--- src/rtl/remote_io_bridge_pkg.sv ---
// Shared definitions for the remote I/O bridge: 7-segment bit positions
// and the hex-digit segment table.
package remote_io_bridge_pkg;

    // Segment byte layout, 1 = lit
    localparam int SEG_M  = 7;
    localparam int SEG_LT = 6;
    localparam int SEG_T  = 5;
    localparam int SEG_RT = 4;
    localparam int SEG_LB = 3;
    localparam int SEG_B  = 2;
    localparam int SEG_RB = 1;
    localparam int SEG_DP = 0;

    // Pattern shown for digit '0' with the point off; also the display reset value
    localparam logic [7:0] SEG_ZERO = 8'h7E;

    // Hex digit to segment byte, decimal point cleared
    function automatic logic [7:0] hex_to_seg(input logic [3:0] value);
        logic [7:0] seg;
        case (value)
            4'h0: seg = 8'h7E;
            4'h1: seg = 8'h12;
            4'h2: seg = 8'hBC;
            4'h3: seg = 8'hB6;
            4'h4: seg = 8'hD2;
            4'h5: seg = 8'hE6;
            4'h6: seg = 8'hEE;
            4'h7: seg = 8'h32;
            4'h8: seg = 8'hFE;
            4'h9: seg = 8'hF6;
            4'hA: seg = 8'hFA;
            4'hB: seg = 8'hCE;
            4'hC: seg = 8'h6C;
            4'hD: seg = 8'h9E;
            4'hE: seg = 8'hEC;
            default: seg = 8'hE8;
        endcase
        return seg;
    endfunction

endpackage

--- src/rtl/remote_io_bridge_seg7.sv ---
// Combinational hex digit + decimal point to 7-segment byte encoder.
module seg7_encode
    import remote_io_bridge_pkg::*;
(
    input  logic [3:0] hex,
    input  logic       dp,
    output logic [7:0] seg
);

    // Table lookup for the digit, then overlay the decimal point bit
    always_comb begin
        seg         = hex_to_seg(hex);
        seg[SEG_DP] = dp;
    end

endmodule

--- src/rtl/remote_io_bridge.sv ---
// Registered bridge between remote board I/O pins and the local CPU side:
// debounced switches, stretched reset, registered LEDs and a scanned
// multi-digit hex display.
module remote_io_bridge
    import remote_io_bridge_pkg::*;
#(
    parameter int SW_W      = 8,
    parameter int LED_W     = 16,
    parameter int NUM_DIG   = 8,
    parameter int DB_TICK   = 1000,
    parameter int SCAN_TICK = 500,
    parameter int RST_HOLD  = 16
) (
    input  logic                 clk,
    input  logic                 resetn,
    input  logic [31:0]          remote_switch,
    output logic [SW_W-1:0]      local_switch,
    output logic                 local_sw_chg,
    input  logic [LED_W-1:0]     local_leds,
    output logic [LED_W-1:0]     remote_leds,
    input  logic                 remote_reset,
    output logic                 local_resetn,
    input  logic [4*NUM_DIG-1:0] local_num_data,
    input  logic [NUM_DIG-1:0]   local_num_dp,
    input  logic                 local_num_we,
    output logic [NUM_DIG-1:0]   remote_dig_sel,
    output logic [7:0]           remote_seg
);

    localparam int DB_W   = (DB_TICK > 1) ? $clog2(DB_TICK) : 1;
    localparam int SCAN_W = (SCAN_TICK > 1) ? $clog2(SCAN_TICK) : 1;
    localparam int IDX_W  = (NUM_DIG > 1) ? $clog2(NUM_DIG) : 1;
    localparam int HOLD_W = (RST_HOLD > 0) ? $clog2(RST_HOLD + 1) : 1;

    localparam logic [DB_W-1:0]   DB_LAST   = DB_W'(DB_TICK - 1);
    localparam logic [SCAN_W-1:0] SCAN_LAST = SCAN_W'(SCAN_TICK - 1);
    localparam logic [IDX_W-1:0]  IDX_LAST  = IDX_W'(NUM_DIG - 1);
    localparam logic [HOLD_W-1:0] HOLD_MAX  = HOLD_W'(RST_HOLD);
    localparam logic [HOLD_W-1:0] HOLD_LAST = HOLD_W'(RST_HOLD - 1);

    // Only the low SW_W switch bits are bridged; the rest are intentionally ignored
    logic unused_switch_bits;
    assign unused_switch_bits = ^remote_switch;

    logic [SW_W-1:0]   sw_meta;
    logic [SW_W-1:0]   sw_sync;
    logic [SW_W-1:0]   sw_prev;
    logic [DB_W-1:0]   db_cnt;
    logic              db_tick;
    logic              rr_meta;
    logic              rr_sync;
    logic [HOLD_W-1:0] hold_cnt;
    logic [4*NUM_DIG-1:0] num_data_q;
    logic [NUM_DIG-1:0]   num_dp_q;
    logic [SCAN_W-1:0] scan_cnt;
    logic [IDX_W-1:0]  dig_idx;
    logic [3:0]        cur_hex;
    logic              cur_dp;
    logic [NUM_DIG-1:0] dig_sel_next;
    logic [7:0]        seg_next;

    // Two-flop synchroniser; switches are active-low on the pins, inverted here
    always_ff @(posedge clk or negedge resetn) begin
        if (!resetn) begin
            sw_meta <= '0;
            sw_sync <= '0;
        end else begin
            sw_meta <= ~remote_switch[SW_W-1:0];
            sw_sync <= sw_meta;
        end
    end

    // Debounce prescaler, ticks once every DB_TICK cycles
    always_ff @(posedge clk or negedge resetn) begin
        if (!resetn) begin
            db_cnt <= '0;
        end else if (db_cnt == DB_LAST) begin
            db_cnt <= '0;
        end else begin
            db_cnt <= db_cnt + 1'b1;
        end
    end

    assign db_tick = (db_cnt == DB_LAST);

    // Accept a switch value only when two consecutive ticks agree on it
    always_ff @(posedge clk or negedge resetn) begin
        if (!resetn) begin
            sw_prev      <= '0;
            local_switch <= '0;
            local_sw_chg <= 1'b0;
        end else begin
            local_sw_chg <= 1'b0;
            if (db_tick) begin
                sw_prev <= sw_sync;
                if ((sw_sync == sw_prev) && (sw_sync != local_switch)) begin
                    local_switch <= sw_sync;
                    local_sw_chg <= 1'b1;
                end
            end
        end
    end

    // LED pins are active-low, registered for one cycle of latency
    always_ff @(posedge clk or negedge resetn) begin
        if (!resetn) begin
            remote_leds <= '1;
        end else begin
            remote_leds <= ~local_leds;
        end
    end

    // Two-flop synchroniser for the remote reset button
    always_ff @(posedge clk or negedge resetn) begin
        if (!resetn) begin
            rr_meta <= 1'b0;
            rr_sync <= 1'b0;
        end else begin
            rr_meta <= remote_reset;
            rr_sync <= rr_meta;
        end
    end

    // Hold local reset low until RST_HOLD quiet cycles have passed; released from a register
    always_ff @(posedge clk or negedge resetn) begin
        if (!resetn) begin
            hold_cnt     <= '0;
            local_resetn <= 1'b0;
        end else if (rr_sync) begin
            hold_cnt     <= '0;
            local_resetn <= 1'b0;
        end else if (hold_cnt != HOLD_MAX) begin
            hold_cnt     <= hold_cnt + 1'b1;
            local_resetn <= (hold_cnt == HOLD_LAST);
        end else begin
            local_resetn <= 1'b1;
        end
    end

    // Display latch, only updated on the capture strobe
    always_ff @(posedge clk or negedge resetn) begin
        if (!resetn) begin
            num_data_q <= '0;
            num_dp_q   <= '0;
        end else if (local_num_we) begin
            num_data_q <= local_num_data;
            num_dp_q   <= local_num_dp;
        end
    end

    // Scan timer and digit index, the index advances when the timer wraps
    always_ff @(posedge clk or negedge resetn) begin
        if (!resetn) begin
            scan_cnt <= '0;
            dig_idx  <= '0;
        end else if (scan_cnt == SCAN_LAST) begin
            scan_cnt <= '0;
            dig_idx  <= (dig_idx == IDX_LAST) ? '0 : dig_idx + 1'b1;
        end else begin
            scan_cnt <= scan_cnt + 1'b1;
        end
    end

    // Digit mux: select nibble, point and one-hot enable from the same index
    always_comb begin
        cur_hex      = 4'h0;
        cur_dp       = 1'b0;
        dig_sel_next = '0;
        for (int i = 0; i < NUM_DIG; i++) begin
            if (dig_idx == IDX_W'(i)) begin
                cur_hex         = num_data_q[4*i +: 4];
                cur_dp          = num_dp_q[i];
                dig_sel_next[i] = 1'b1;
            end
        end
    end

    seg7_encode u_seg7_encode (
        .hex (cur_hex),
        .dp  (cur_dp),
        .seg (seg_next)
    );

    // Enable and segment byte are registered together so they never disagree
    always_ff @(posedge clk or negedge resetn) begin
        if (!resetn) begin
            remote_dig_sel <= NUM_DIG'(1);
            remote_seg     <= SEG_ZERO;
        end else begin
            remote_dig_sel <= dig_sel_next;
            remote_seg     <= seg_next;
        end
    end

endmodule

--- config.mk ---
export PLATFORM = sky130hd
export DESIGN_NAME = remote_io_bridge
export DESIGN_NICKNAME = d
export VERILOG_FILES = /design/src/rtl/remote_io_bridge_pkg.sv /design/src/rtl/remote_io_bridge_seg7.sv /design/src/rtl/remote_io_bridge.sv
export SDC_FILE = /design/constraint.sdc
export NUM_CORES = 1
export LEC_CHECK = 0
export ABC_AREA = 1
export CAP_MARGIN = 5
export CORE_ASPECT_RATIO = 0.9
export CORE_MARGIN = 3
export CORE_UTILIZATION = 35
export DETAILED_ROUTE_END_ITERATION = 10
export GPL_TIMING_DRIVEN = 0
export PLACE_DENSITY = 0.73
export SYNTH_ARGS = -nofsm -noshare
export SYNTH_HDL_FRONTEND = slang
export SYNTH_SLANG_ARGS = --single-unit
--- constraint.sdc ---
create_clock -name clk -period 2.3 [get_ports clk]
set_input_delay 0.345 -clock clk [delete_from_list [all_inputs] [get_ports clk]]
set_output_delay 0.345 -clock clk [all_outputs]
set_load 0.01 [all_outputs]
==> metrics.yaml, run 1 <==
fin_nets: 856
hp-class: "register to register"
cp.required_ps: 2640
end_kind: "register"
synth_top_cell_area_share_pct: 48.7
drive_gt1_share_pct: 16.7
postSynthRegisterBits: 135
hold_depth: 0
clock_sinks: 135
nFillCells: 1426
path_max_fanout: 7
syn_avg_cell_area_sq_um: 9.50
max_freq_mhz: 454
max_slew.worst_pin.slew_ps: 686
skew_ps: 8.04
place_congestion: 0.848
drt_pass1_iterations: 5
antenna_cells: 0
netlist_top_cells_area: "dfrtp_1 (49%), dfstp_2 (11%), nand2_1 (8.1%)"
final_util_pct: 50.4
relSlewSlack_pct: 54.2
status: "complete, no violations"
die-height_um: 128
area_growth_syn_to_layout_pct: 38.0
dr_total_vias: 4316
wire_per_inst_um: 13.2
cts_max_path_buffers: 2
clk_pin_slew_ps: 60
syn_area_sq_mm: 0.00575
whs_ps: 341
ys_warn_count: 0
fin_crit_ps: 2200
synth_edf_count: 0
worstRegToRegCells: 17
ios: 134
core_sq_mm: 0.0158
cap_violations: 0
synth_cells: 606
die_w_um: 141
grt_remaining_overflow: 0
powerDensity_mw_per_mm2: 719
design.die.area_sq_mm: 0.0180
cts_buffers: 17
insertion_delay_ps: 410
setup-violations-final: 0
grt_usage_pct: 14.5
finalHoldViolations: 0
ys.flop_type: "dfrtp_1"
drc_errors: 0
drt-total-wl_um: 12700
placementRows: 43
final.setup.tns_ps: 0
io_buffers: 108
synth-seq-area-share_pct: 59.2
worstPathArrival_ps: 2540
syn_nets: 715
post-route-period-util_pct: 95.7
maxSlewViolCount: 0
ctsRootBufferMaster: "clkbuf_16"
grt_max_degree: 101
vdd_drop_max_mv: 0.521
path_class: "register to register"
async_flop_share_pct: 100
start_kind: "register"
ant_nets: 0
grt_pass1_wl_um: 20800
ys_types: 30
hpwl_um: 9030
drtIter0Drc: 199
initial_core_util_pct: 36.5
cts_max_level: 4
power_uw: 5710
leakagePower_uw: 0.00376
grt_pass1_vias: 4238
antenna_found_initial: 0
viasPerCell: 4.49
cts_tree: "built"
synth_top_area_cell: "dfrtp_1"
## cells in the final DEF, fill, tap and decap left out, types with 2 or more instances in the layout
| cell | n |
|---|---|
| clkdlybuf4s50_1 | 107 |
| inv_2 | 8 |
| nor4_1 | 2 |
| inv_4 | 3 |
| a21oi_4 | 2 |
| buf_6 | 2 |
| dfrtp_2 | 2 |
| nor2_1 | 19 |
| mux2_2 | 12 |
| xor2_1 | 7 |
| nand2_2 | 9 |
| inv_1 | 105 |
| clkinv_2 | 3 |
| clkinv_4 | 3 |
| nand3_1 | 24 |
| or2_2 | 2 |
| nand2_4 | 4 |
| dfstp_2 | 23 |
| o21ai_0 | 71 |
| clkbuf_1 | 8 |
| clkbuf_8 | 2 |
| nand3_2 | 4 |
| nor3_1 | 9 |
| clkbuf_16 | 17 |
| xnor2_1 | 10 |
| nand4_1 | 3 |
| inv_6 | 4 |
| ha_1 | 10 |
| ha_4 | 6 |
| buf_4 | 10 |
| a21oi_1 | 21 |
| dfrtp_1 | 110 |
| o21ai_2 | 3 |
| nand2_1 | 118 |
| o21ai_1 | 4 |
| clkinvlp_4 | 2 |
## cells in the mapped netlist (2+ instances only)
cell type  count
nand2_1      124
inv_1        114
dfrtp_1      112
o21ai_0       73
nand3_1       28
dfstp_2       23
a21oi_1       21
nor2_1        20
ha_1          17
mux2_2        12
xnor2_1       10
nor3_1         9
clkbuf_1       8
xor2_1         7
nand2_2        3
nand2_4        3
nand4_1        3
o21ai_1        3
inv_2          2
nor4_1         2
o21ai_2        2
or2_2          2
## registers in the layout (all words and copies together), names as in the netlist
signal	flops
db_cnt	10
dig_idx	3
hold_cnt	5
local_resetn	1
local_sw_chg	1
local_switch	8
num_data_q	32
num_dp_q	8
remote_dig_sel	8
remote_leds	16
remote_seg	8
rr_meta	1
rr_sync	1
scan_cnt	9
sw_meta	8
sw_prev	8
sw_sync	8
## critical path, stage by stage (launching register included)
cell,delay (ps)
dfrtp_1,430
inv_2,130
ha_4,190
nand2_1,140
nand2_1,130
nand3_2,80
nand3_2,80
nand3_2,60
nand2_1,70
nand2_1,70
nand2_2,80
nand2_2,70
buf_4,150
ha_1,190
nand3_1,80
nand2_1,80
nand2_1,60
nand2_1,50
## what timing repair did
action                                  CTS  global route
gates cloned                              0             1
pin swaps                                 2             8
endpoints found under the hold margin    29             0
buffers inserted                          2             9
gates resized for setup                  14            30
hold buffers                              1             0
endpoints found under the setup margin    7             7
## routing by layer
layer / GRT usage [%] / part of all wire (%)
met5: 0 / 0
met4: 3.13 / 1.0
met3: 3.74 / 4.1
met2: 23.6 / 48
met1: 19.7 / 47
## logic make-up after synthesis
kind of cell | after synthesis | share of synthesized area [%]
simple gates | 195 | 14.4
flops | 135 | 59.2
buf+inv | 126 | 8.24
compound gates | 104 | 9.52
xor+xnor | 17 | 2.59
fa+ha+maj | 17 | 3.70
mux | 12 | 2.35
## metrics by stage
stage                     setup WS, ps  cells  area [sq um]
after floorplan                   96.4    606          5750
after global placement           -4450    916          7090
after detailed placement          -326    917          7120
after CTS                         5.07    952          7770
after global routing             -63.9    962          7940
final                             99.4    962          7940
## cell type report
cell class                 count  area, sq um  share of cell area, %
buffer                        10         38.8                  0.488
clock buffer                  19          453                   5.70
clock inverter                13          121                   1.53
inverter                     116          443                   5.58
multi-input combinational    346         2020                   25.4
sequential                   135         3410                   42.9
tap                          202          253                   3.18
timing repair buffer         121         1210                   15.2
## path summary, 6_finish.rpt
path	slack [ps]	endpoint	startpoint
max in group asynchronous	1090	dig_idx[0]	resetn
min in group asynchronous	400	local_switch[5]	resetn
hold reg to reg	340	rr_sync	rr_meta
setup reg to reg	100	remote_seg[3]	dig_idx[1]
hold / removal	340	rr_sync	rr_meta
setup / recovery	100	remote_seg[3]	dig_idx[1]
## where the power goes
group | leakage [uW] | internal (uW) | total [uW] | switching (uW)
registers | 0.00165 | 2520 | 2570 | 47.3
logic | 0.00183 | 275 | 544 | 269
clock network | 0.000281 | 1560 | 2600 | 1040
total | 0.00376 | 4350 | 5710 | 1360
Power figures use the tool's default switching activity.
==> inputs of run 2 (changes only) <==
--- a/config.mk
+++ b/config.mk
@@ -10,9 +10,11 @@
 export CORE_ASPECT_RATIO = 0.9
 export CORE_MARGIN = 3
 export CORE_UTILIZATION = 35
+export CTS_BUF_LIST = sky130_fd_sc_hd__clkbuf_16
 export DETAILED_ROUTE_END_ITERATION = 10
 export GPL_TIMING_DRIVEN = 0
 export PLACE_DENSITY = 0.73
+export SLEW_MARGIN = 5
 export SYNTH_ARGS = -nofsm -noshare
 export SYNTH_HDL_FRONTEND = slang
 export SYNTH_SLANG_ARGS = --single-unit
==> metrics.yaml, run 2 (synthesis results as in run 1) <==
cts_max_level: 4
antenna_found_initial: 0
fin_crit_ps: 2210
cp.required_ps: 2650
io_buffers: 108
ios: 134
cap_violations: 0
viasPerCell: 4.52
pre_cts_ws_ps: -307
clock_sinks: 135
initial_core_util_pct: 36.5
core_sq_mm: 0.0158
placementRows: 43
worstPathCellList: "inv_2 > buf_4 > ha_4 > inv_1 > nor2_2 > nand2_1 > nand3_1 > nand2_1 > nand2_1 > nand2_1 > nand2_2 > a21oi_4 > buf_4 > ha_1 > nand3_1 > nand3_1 > nand2_1"
cpPeakStageDelay_ps: 440
end_kind: "register"
drive_gt1_share_pct: 16.0
final.setup.tns_ps: 0
antenna_cells: 0
largest_reg_flops: 32
setup_slack_ps: 92.3
die_w_um: 141
status: "complete, no violations"
cts_buffers: 17
drt_pass1_iterations: 5
maxSlewViolCount: 0
hpwl_um: 9020
grt_pass1_vias: 4371
skew_ps: 7.95
leakagePower_uw: 0.00375
path_max_fanout: 6
drc_errors: 0
dr_total_vias: 4334
grt_max_degree: 88
cts_tree: "built"
drt-total-wl_um: 12800
grt_pass1_wl_um: 21200
post-route-period-util_pct: 96.0
wire_per_inst_um: 13.3
slowest_stage: "dfrtp_1"
place_congestion: 0.848
drtIter0Drc: 195
fin_nets: 853
design.die.area_sq_mm: 0.0180
start_kind: "register"
insertion_delay_ps: 410
area_growth_syn_to_layout_pct: 38.4
setup-violations-final: 0
hp-class: "register to register"
ctsRootBufferMaster: "clkbuf_16"
cp_common_cell: "nand2_1"
cts_max_path_buffers: 2
grt_usage_pct: 14.8
clk_pin_slew_ps: 60
powerDensity_mw_per_mm2: 743
max_slew.worst_pin.slew_ps: 710
vdd_drop_max_mv: 0.473
path_class: "register to register"
die-height_um: 128
worstPathArrival_ps: 2560
layout_common_cells: "nand2_1 (117), dfrtp_1 (110), clkdlybuf4s50_1 (107)"
layout_commonest_cell: "nand2_1"
reg_top3: "num_data_q: 32 flops, remote_leds: 16 flops, db_cnt: 10 flops"
top_register: "num_data_q"
finalHoldViolations: 0
ant_nets: 0
relSlewSlack_pct: 52.7
max_freq_mhz: 453
grt_remaining_overflow: 0
[run 2: changes by cell type in the layout (fill, tap and decap cells not counted), sizes merged]
cell and delta:
nand2 -1, buf -2, inv -3, clkinv -1, bufinv +3, clkinvlp +3
clkbuf -2
[run 2: cell type report]
cell class	instances	area (sq um)
Buffer	10	38.8
Clock buffer	17	425
Clock inverter	15	186
Fill cell	1432	7800
Inverter	116	443
Multi-Input combinational cell	345	2020
Sequential cell	135	3410
Tap cell	202	253
Timing Repair Buffer	119	1190
[run 2: worst max-delay path, delay by kind of cell (launching register included)]
kind	cells	cell delay (ps)
simple gates	10	830
buf+inv	4	450
flops	1	440
fa+ha+maj	2	360
compound gates	1	60
[run 2: per-layer routing]
layer | GRT usage [%] | vias to the layer above | routed length, um
li1 | - | 2176 | -
met1 | 19.4 | 2051 | 5930
met2 | 23.9 | 94 | 6130
met3 | 4.57 | 13 | 579
met4 | 4.33 | 0 | 150
met5 | 0 | - | 0
[run 2: path summary, 6_finish.rpt]
| kind | startpoint | end | slack (ps) | depth (start not counted) |
|---|---|---|---|---|
| max | dig_idx[1] | remote_seg[5] | 90 | 17 |
| min reg2reg | rr_meta | rr_sync | 340 | 0 |
| max reg2reg | dig_idx[1] | remote_seg[5] | 90 | 17 |
| min | rr_meta | rr_sync | 340 | 0 |
| max in group asynchronous | resetn | remote_leds[1] | 1050 | 3 |
| min in group asynchronous | resetn | local_sw_chg | 440 | 2 |
[run 2: power by group]
| part | switching, uW | internal [uW] | leakage, uW |
|---|---|---|---|
| clock | 1010 | 1800 | 0.000285 |
| combinational | 269 | 275 | 0.00182 |
| sequential | 47.6 | 2520 | 0.00165 |
[run 2: metrics by stage]
| step | instances | total power, uW | hold WS, ps | area (sq um) | utilization (%) |
|---|---|---|---|---|---|
| floorplan | 606 | 2830 | 49.4 | 5750 | - |
| global placement | 916 | 3110 | 332 | 7090 | 45.0 |
| detailed placement | 917 | 3130 | 319 | 7120 | 45.1 |
| CTS | 952 | 5980 | 329 | 7800 | 49.5 |
| global route | 959 | 6180 | 356 | 7960 | 50.5 |
| finish | 959 | 5920 | 341 | 7960 | 50.5 |
[run 2: repair_timing]
action	4_1_cts	5_1_grt
setup endpoints to repair	7	7
hold endpoints to repair	42	0
buffers inserted	2	7
gates resized for setup	14	29
pin swaps	2	6
hold buffers	1	0
==> inputs of run 3 (changes only) <==
--- a/config.mk
+++ b/config.mk
@@ -6,7 +6,6 @@
 export NUM_CORES = 1
 export LEC_CHECK = 0
 export ABC_AREA = 1
-export CAP_MARGIN = 5
 export CORE_ASPECT_RATIO = 0.9
 export CORE_MARGIN = 3
 export CORE_UTILIZATION = 35
==> results of run 3 <==
Same layout as run 2: the final DEF is identical, and so are final timing and power.
